## config.mk

```make
export PLATFORM = sky130hd
export DESIGN_NAME = spike_frame_encoder
export DESIGN_NICKNAME = d
export VERILOG_FILES = /design/src/rtl/snn_pkg.sv /design/src/rtl/spike_frame_encoder_encode.sv /design/src/rtl/spike_frame_encoder.sv
export SDC_FILE = /design/constraint.sdc
export NUM_CORES = 1
export LEC_CHECK = 0
export CAP_MARGIN = 10
export CORE_MARGIN = 1.5
export CORE_UTILIZATION = 48
export CTS_CLUSTER_DIAMETER = 200
export DETAILED_ROUTE_END_ITERATION = 10
export DONT_BUFFER_PORTS = 1
export PLACE_DENSITY_LB_ADDON = 0.05
export SLEW_MARGIN = 20
export SYNTH_ARGS = -nofsm -noshare
export SYNTH_HDL_FRONTEND = slang
export SYNTH_SLANG_ARGS = --single-unit
```

## constraint.sdc

```tcl
create_clock -name clk -period 26.7 [get_ports clk]
set_input_delay 5.34 -clock clk [delete_from_list [all_inputs] [get_ports clk]]
set_output_delay 5.34 -clock clk [all_outputs]
set_load 0.02 [all_outputs]
```

## src/rtl/snn_pkg.sv

```systemverilog
// Shared SNN constants and the spike-time type used by the encoder, the layer and the benches.
package snn_pkg;

  localparam int NUM_INPUTS  = 64;
  localparam int PIX_W       = 8;
  localparam int TIME_PERIOD = 8;
  localparam int LOG_TP      = 3;
  localparam int THRESH      = 32;

  typedef logic [LOG_TP:0] spike_t;

  // TIME_PERIOD is one past the last usable slot, so it doubles as "never fires".
  localparam spike_t NO_SPIKE = spike_t'(TIME_PERIOD);

endpackage

```

## src/rtl/spike_frame_encoder_encode.sv

```systemverilog
// Pixel intensity to temporal spike time: brighter pixels fire earlier, dim ones never fire.
module spike_time_encode #(
  parameter int PIX_W  = 8,
  parameter int LOG_TP = 3,
  parameter int THRESH = 32
) (
  input  logic [PIX_W-1:0] pix,
  output logic [LOG_TP:0]  t
);

  localparam logic [PIX_W-1:0]  PIX_MAX = {PIX_W{1'b1}};
  localparam logic [PIX_W-1:0]  THR     = PIX_W'(THRESH);
  localparam logic [LOG_TP:0]   NO_SPK  = (LOG_TP+1)'(2**LOG_TP);

  logic [PIX_W-1:0] inv;

  // Invert the intensity and keep its top LOG_TP bits as the firing slot.
  always_comb begin
    inv = PIX_MAX - pix;
    if (pix < THR) begin
      t = NO_SPK;
    end else begin
      t = (LOG_TP+1)'(inv >> (PIX_W - LOG_TP));
    end
  end

endmodule

```

## src/rtl/spike_frame_encoder.sv

```systemverilog
// Double-buffered frame encoder: fills spike times from a pixel stream and swaps the
// displayed frame only on the time_val wrap so every layer period sees one whole frame.
module spike_frame_encoder
  import snn_pkg::*;
(
  input  logic                             clk,
  input  logic                             rst,
  input  logic [LOG_TP:0]                  time_val,
  input  logic                             pix_valid,
  output logic                             pix_ready,
  input  logic [PIX_W-1:0]                 pix_data,
  input  logic                             pix_last,
  output logic [NUM_INPUTS*(LOG_TP+1)-1:0] spike_times,
  output logic                             frame_valid,
  output logic                             frame_start,
  output logic                             frame_err
);

  localparam int              IDX_W    = $clog2(NUM_INPUTS);
  localparam logic [IDX_W-1:0] LAST_IDX = IDX_W'(NUM_INPUTS - 1);
  localparam spike_t          WRAP_TV  = spike_t'(TIME_PERIOD - 1);

  spike_t           fill_buf [NUM_INPUTS];
  spike_t           disp_buf [NUM_INPUTS];
  logic [IDX_W-1:0] fill_idx;
  logic             fill_full;
  spike_t           enc_t;
  logic             accept;
  logic             at_last;
  logic             swap;

  spike_time_encode #(
    .PIX_W  (PIX_W),
    .LOG_TP (LOG_TP),
    .THRESH (THRESH)
  ) u_encode (
    .pix (pix_data),
    .t   (enc_t)
  );

  // Ready depends only on registered state; swap uses the pre-edge fill_full so a
  // frame completing on the wrap edge itself waits a full period.
  assign pix_ready = !fill_full;
  assign accept    = pix_valid && !fill_full;
  assign at_last   = (fill_idx == LAST_IDX);
  assign swap      = fill_full && (time_val == WRAP_TV);

  // Fill index, fill-full flag and sticky framing error.
  always_ff @(posedge clk or posedge rst) begin
    if (rst) begin
      fill_idx  <= '0;
      fill_full <= 1'b0;
      frame_err <= 1'b0;
    end else begin
      if (swap) begin
        fill_full <= 1'b0;
      end else if (accept) begin
        if (at_last && pix_last) begin
          fill_full <= 1'b1;
          fill_idx  <= '0;
        end else if (at_last || pix_last) begin
          frame_err <= 1'b1;
          fill_idx  <= '0;
        end else begin
          fill_idx  <= fill_idx + IDX_W'(1);
        end
      end
    end
  end

  // Fill buffer holds already-encoded spike times.
  always_ff @(posedge clk or posedge rst) begin
    if (rst) begin
      for (int i = 0; i < NUM_INPUTS; i++) begin
        fill_buf[i] <= NO_SPIKE;
      end
    end else if (accept) begin
      fill_buf[fill_idx] <= enc_t;
    end
  end

  // Displayed frame and its status flags; frame_start marks the time_val==0 cycle.
  always_ff @(posedge clk or posedge rst) begin
    if (rst) begin
      for (int i = 0; i < NUM_INPUTS; i++) begin
        disp_buf[i] <= NO_SPIKE;
      end
      frame_valid <= 1'b0;
      frame_start <= 1'b0;
    end else begin
      frame_start <= swap;
      if (swap) begin
        disp_buf    <= fill_buf;
        frame_valid <= 1'b1;
      end
    end
  end

  for (genvar g = 0; g < NUM_INPUTS; g++) begin : g_out
    assign spike_times[g*(LOG_TP+1) +: (LOG_TP+1)] = disp_buf[g];
  end

endmodule

```

==> results.ini, run 1 <==
[status]
status=finished, final reports clean

[die]
die_area_um2=43800
die_y_um=209
rows=75
pin_count=276
core_area_um2=41900
start_util_pct=48.7
die_x_um=209

[clock_tree]
clockRootBuffer=clkbuf_16
ctsLongestPathBuffers=3
path_clk_slew_ns=0.06
cts_resized=0
cts_setup_buffers=0
h-tree-depth=2
insertion_delay_ns=0.59
numCtsBuffers=53
cts_tree=done
ctsHoldBuffers=0
cts_sinks=522

[grt]
grtUsageMet1_pct=26.0
grt_pass1_wl_um=68300
grt.met3_usage_pct=7.39
grt_pass1_vias=10700
grt_antenna_before_repair=0
grt_busiest_layer=met2
grt.total_usage_pct=20.6
grt-ovfl-total=0
gr-usage-met2_pct=33.4
grt_max_degree=91

[timing]
worst_slew_pin_slew_ns=1.07
setup_viol=0
postLayoutSetupSlackWorst_ns=18.64
fin_tns_setup_ns=0
finClkSkew_ns=0.0178
max_freq_mhz=124
period_minus_slack_ns=8.06
fin_crit_sh_pct=30.2
grt_setup_unrepaired=no
relSlewSlack_pct=28.7
hold_viol=0
finalMaxSlewViolations=0

[detailed_routing]
wire_per_inst_um=24.1
drc=0
drt-total-wl_um=43800
drt_iter0_markers=434
first_pass_iters=4
viasPerCell=5.54
vias=10100
postRouteAntennaNets=0

[placement]
dp.cells=1722
hpwl_um=26400
port_buffers=0
place_area_um2=20900
routabilityCongestion=0.707
place_ws_ns=18.01

[power_and_ir_drop]
p_leak_nw=11.3
power_w=0.00165
ir_worst_vdd_v=0.0000513
power.density_nw_per_um2=72.2

[worst_setup_path]
worstPathRequired_ns=27.17
path_buf_inv=3
crit_path_frequent_cell=buf_4
end_kind=register
cp_slowest_cell=buf_4
ff2ff_setup_slack_ns=22.88
worst-setup-path-type=in -> reg
cp.arrival_ns=8.53
r2r-end=spike_times[54]
crit_fanout=73
crit_chain=nor2b_1 > nand4_1 > buf_4 > buf_4 > buf_4 > mux2_2
cp_slowest_stage_delay_ns=0.84
crit_path_start_kind=primary input
reg2reg_depth=5
r2r-start=fill_full
critPathTopFamily=buffers and inverters

[layout]
syn_to_final_growth_pct=11.7
finalNonFillerCells=1822
postLayoutCellArea_um2=22800
antenna_cells=0
drive_gt1_share_pct=61.5
num-nets-final=1255

[synthesis]
yosysWarnings=0
ys_seq_elements=522
syn_avg_cell_area_um2=16.5
yosysSeqAreaShare_pct=64.8
synth.area.top_cells=dfrtp_1, mux2_2, dfstp_2
yosysTopAreaCell=dfrtp_1
synth_fp_nets=1256
netlist.area_leader.share_pct=48.3
synth_cell_type_count=39
netlist_instances=1239
syn_area_um2=20400

[hold_path]
whs_endpoint=fill_buf[164]
holdCritPathClass=reg -> reg
worstHoldStart=fill_buf[164]
hold_depth=1

[job]
maxCapViolations=0

## per-stage QoR
stage	utilization, %	hold WS [ns]
detailed placement	49.9	0.475
global route	54.3	0.515
global placement	49.9	0.466
floorplan	-	0.454
CTS	54.3	0.489
finish	54.3	0.484
## cells in the mapped netlist, drive strengths merged
| library cell | instances |
|---|---|
| o31a | 1 |
| o21bai | 1 |
| buf | 39 |
| mux2 | 512 |
| o31ai | 2 |
| nand2 | 6 |
| o311ai | 1 |
| and3 | 1 |
| clkbuf | 33 |
| ha | 1 |
| nand3b | 4 |
| or3 | 2 |
| or3b | 4 |
| nor2 | 9 |
| o21ai | 5 |
| nor2b | 4 |
| a22oi | 1 |
| o211ai | 1 |
| a2bb2oi | 1 |
| dfstp | 128 |
| and3b | 4 |
| a32o | 1 |
| nor3 | 34 |
| nand2b | 6 |
| inv | 4 |
| nand3 | 34 |
| a31oi | 1 |
| nand4 | 1 |
| dfrtp | 394 |
| nor3b | 4 |
## sequential cells by signal, summed over array words and instances, names as in the netlist
signal / count
fill_idx: 6
spike_times: 256
fill_buf: 256
frame_start: 1
frame_err: 1
frame_valid: 1
fill_full: 1
## logic make-up after synthesis
kind of cell	count (synthesis)	synth area share [%]
flip-flops	522	64.8
adder cells (fa/ha/maj)	1	0.0613
AO/OA/AOI/OAI	15	0.515
AND/OR/NAND/NOR	113	4.69
multiplexers	512	28.3
buffers and inverters	76	1.69
## power by group
part / internal (W) / switching [W]
logic: 0.0000173 / 0.0000435
clock network: 0.000461 / 0.000304
registers: 0.000811 / 0.00000932
## routing by layer
metal  vias to the layer above  routed length [µm]
met2                       205               21200
met5                         -                   0
li1                       4419                   -
met4                         0                 857
met1                      5416               18200
met3                        52                3520
## layout by cell type (no fill, tap or decap), drive strengths merged, types with 4 or more instances in the layout
master,netlist,routed
o21ai,5,5
nand3b,4,4
clkbuf,33,84
or3b,4,4
nor2,9,9
buf,39,16
nor3b,4,4
inv,4,5
clkinv,0,12
nand2,6,6
dfstp,128,128
mux2,512,512
nor2b,4,4
nand2b,6,6
nand3,34,34
nor3,34,34
and3b,4,4
dfrtp,394,394
## how the worst max path moves through the flow
stage	start	endpoint	slack [ns]	cells past startpoint
finish	time_val[1]	spike_times[54]	18.64	6
global route	time_val[1]	spike_times[129]	18.45	6
CTS	time_val[1]	spike_times[78]	18.64	6
detailed placement	time_val[1]	spike_times[54]	18.01	6
global placement	time_val[1]	spike_times[57]	18.04	6
floorplan	rst	fill_buf[0]	6.99	1
## layout make-up
type / instances / area (µm²)
Clock buffer: 84 / 1730
Timing Repair Buffer: 16 / 128
Sequential cell: 522 / 13200
Inverter: 4 / 22.5
Fill cell: 3449 / 19200
Clock inverter: 16 / 136
Tap cell: 539 / 674
Multi-Input combinational cell: 641 / 6880
No activity file was read; power rests on OpenSTA's default activity.
==> run 2: changes to the inputs <==
ABC_AREA = 1   (was unset)
clock period = 8 ns   (was 26.7 ns; I/O delays follow)
==> run 2 against run 1 <==
Global-route usage grew 5.3 points. Routed wire length grew 24%. Setup slack lost 14 ns. Worst hold slack lost 0.027 ns. Flip-flop and latch count is the same. Register-to-register slack lost 17 ns. Via count grew 47%. Synthesized area shrank 0.86%. Clock power grew to 3.4 times the previous value. Largest cell class unchanged. Highest routed layer unchanged.
==> results.ini, run 2 <==
[grt]
grt-ovfl-total=0  ; unchanged
grt_max_degree=203  ; +120%
grt_antenna_before_repair=0  ; unchanged
grt.total_usage_pct=25.9  ; +5.3 points
grt_pass1_vias=15000  ; +40%
grt_pass1_wl_um=86700  ; +27%

[timing]
worst_slew_pin_slew_ns=1.10  ; +0.0266 ns
finClkSkew_ns=0.0165  ; -0.00126 ns
holdWs_ns=0.456  ; -0.0275 ns
period_minus_slack_ns=3.39
max_freq_mhz=295
fin_tns_setup_ns=0  ; unchanged
relSlewSlack_pct=26.9  ; -1.9 points
hold_viol=0  ; unchanged
finalMaxSlewViolations=0  ; unchanged
setup_viol=0  ; unchanged
grt_setup_unrepaired=no
fin_crit_sh_pct=42.4

[die]
pin_count=276  ; unchanged
die_x_um=208  ; -0.42%
die_y_um=208  ; -0.42%
rows=75  ; unchanged
die_area_um2=43400  ; -0.84%
start_util_pct=48.5  ; -0.20 points
core_area_um2=41800  ; -0.45%

[worst_setup_path]
crit_cells=8  ; +2
critPathTopFamily=buffers and inverters
r2r-end=fill_buf[123]
worst-setup-path-type=in -> reg
cp_slowest_stage_delay_ns=0.69  ; -0.15 ns
ff2ff_setup_slack_ns=5.52  ; -17.36 ns
crit_fanout=34  ; -53%
reg2reg_depth=7  ; +2
cp.arrival_ns=3.92  ; -4.61 ns
crit_path_start_kind=primary input
path_buf_inv=4  ; +1
r2r-start=fill_full
worstPathRequired_ns=8.53  ; -18.64 ns
end_kind=register
crit_chain=inv_1 > nand3_1 > buf_4 > nand2_1 > inv_2 > buf_4 > nand2_1 > nand2_1
cp_slowest_cell=inv_2
crit_path_frequent_cell=nand2_1

[detailed_routing]
drt-total-wl_um=54500  ; +24%
drc=0  ; unchanged
first_pass_iters=5  ; +1
vias=14800  ; +47%
drt_iter0_markers=1154  ; +170%
postRouteAntennaNets=0  ; unchanged
wire_per_inst_um=18.7  ; -22%
viasPerCell=5.09  ; -8.0%

[power_and_ir_drop]
ir_worst_vdd_v=0.000157  ; +210%
power_w=0.00558  ; +240%
power.density_nw_per_um2=247  ; +240%
p_leak_nw=12.2  ; +8.2%

[placement]
dp.cells=2812  ; +63%
routabilityCongestion=0.793  ; +12%
port_buffers=0  ; unchanged
hpwl_um=32900  ; +24%

[synthesis]
yosysWarnings=0  ; unchanged
synth_top_family_by_area=simple AND/OR/NAND/NOR gates
synthMuxAreaShare_pct=0  ; -28 points
synth_top_flop_cell=dfrtp_1
synth_fp_nets=2358  ; +88%
syn_avg_cell_area_um2=8.64  ; -48%
netlist_instances=2341  ; +89%
syn_area_um2=20200  ; -0.86%
yosysTopAreaCell=dfrtp_1
async_flop_share_pct=100  ; unchanged
synth_most_common_cell=nand2_1
synth_compound_area_share_pct=0.903  ; +0.39 points
yosys.area_share.simple_pct=31.3  ; +27 points
synth-edff-count=0  ; unchanged
synth.area.top_cells=dfrtp_1, nand2_1, dfstp_2
synth_cell_type_count=23  ; -41%
ys_seq_elements=522  ; unchanged
netlist.area_leader.share_pct=48.7  ; +0.42 points
synthXorXnorAreaFrac_pct=0  ; unchanged
synthAdderAreaFrac_pct=0.0618  ; +0.00053 points
yosysSeqAreaShare_pct=65.4  ; +0.56 points
synth_commonest_cells=nand2_1, dfrtp_1, dfstp_2

[clock_tree]
insertion_delay_ns=0.60  ; about the same
ctsLongestPathBuffers=3  ; unchanged
cts_setup_buffers=0  ; unchanged
ctsHoldBuffers=0  ; unchanged
path_clk_slew_ns=0.06  ; about the same
cts_sinks=522  ; unchanged
numCtsBuffers=53  ; unchanged
clockRootBuffer=clkbuf_16
cts_tree=done
cts_resized=0  ; unchanged
h-tree-depth=2  ; unchanged

[hold_path]
whs_endpoint=spike_times[175]
holdCritPathClass=reg -> reg
hold_depth=2  ; +1
worstHoldStart=fill_buf[83]

[layout]
syn_to_final_growth_pct=11.5
num-nets-final=2345  ; +87%
final_cell_mix=nand2_1, dfrtp_1, dfstp_2
final_common_cell=nand2_1
drive_gt1_share_pct=10.4  ; -51 points
fin_util_pct=54.0  ; -0.28 points
finalNonFillerCells=2913  ; +60%

[status]
status=finished, final reports clean

[job]
maxCapViolations=0  ; unchanged

## run 2: cell count changes after synthesis, moves of 6 or more
cell | previous run | this run
buf_1 | 0 | 7
inv_1 | 4 | 30
nand2b_1 | 6 | 0
clkbuf_1 | 32 | 38
nand2_1 | 5 | 1569
o21ai_0 | 5 | 35
nor2_1 | 9 | 71
nand3_1 | 34 | 15
nor3_4 | 26 | 0
mux2_2 | 505 | 0
nor3_2 | 6 | 0
mux2_1 | 7 | 0
## run 2: kinds of logic after synthesis
logic type | Yosys count
and+or+nand+nor | 1666
DFF | 522
buffers and inverters | 116
adders and majority gates | 1
AOI/OAI and AO/OA | 36
## run 2: tightest hold or removal path: cells and delay by family (launching register included)
family,cells,cell delay (ns)
flip-flops,1,0.37
AND/OR/NAND/NOR,2,0.10
## run 2: layer usage
layer	track usage, %	share of wire (%)
met1	34.4	44
met2	41.2	46
met3	7.52	7.7
met4	8.00	2.7
met5	0	0
## run 2: per-stage QoR
stage / cell area (µm²) / worst slack (ns)
after floorplan: 20200 / -0.588
after global placement: 20700 / 4.06
after detailed placement: 20700 / 3.99
after CTS: 22600 / 4.63
after global routing: 22600 / 4.49
final: 22600 / 4.61
## run 2: power breakdown
part | total (W) | leakage (nW) | switching, W | internal (W)
logic | 0.000220 | 4.50 | 0.000176 | 0.0000447
clock network | 0.00258 | 0.907 | 0.00102 | 0.00156
registers | 0.00278 | 6.78 | 0.0000489 | 0.00273
## run 2: area by class of cell
type,instances,area [µm²]
Antenna cell,1,2.50
Clock buffer,86,1640
Clock inverter,14,201
Fill cell,3942,19200
Inverter,33,135
Multi-Input combinational cell,1703,6540
Sequential cell,522,13200
Tap cell,539,674
Timing Repair Buffer,15,150
## run 2: worst max path at each step
| stage | from | endpoint | slack (ns) |
|---|---|---|---|
| final | pix_data[6] | fill_buf[217] | 4.61 |
| after global routing | pix_data[6] | fill_buf[20] | 4.49 |
| after CTS | pix_data[6] | fill_buf[100] | 4.63 |
| after detailed placement | pix_data[6] | fill_buf[100] | 3.99 |
| after global placement | pix_data[5] | fill_buf[84] | 4.06 |
| after floorplan | rst | fill_buf[0] | -0.59 |
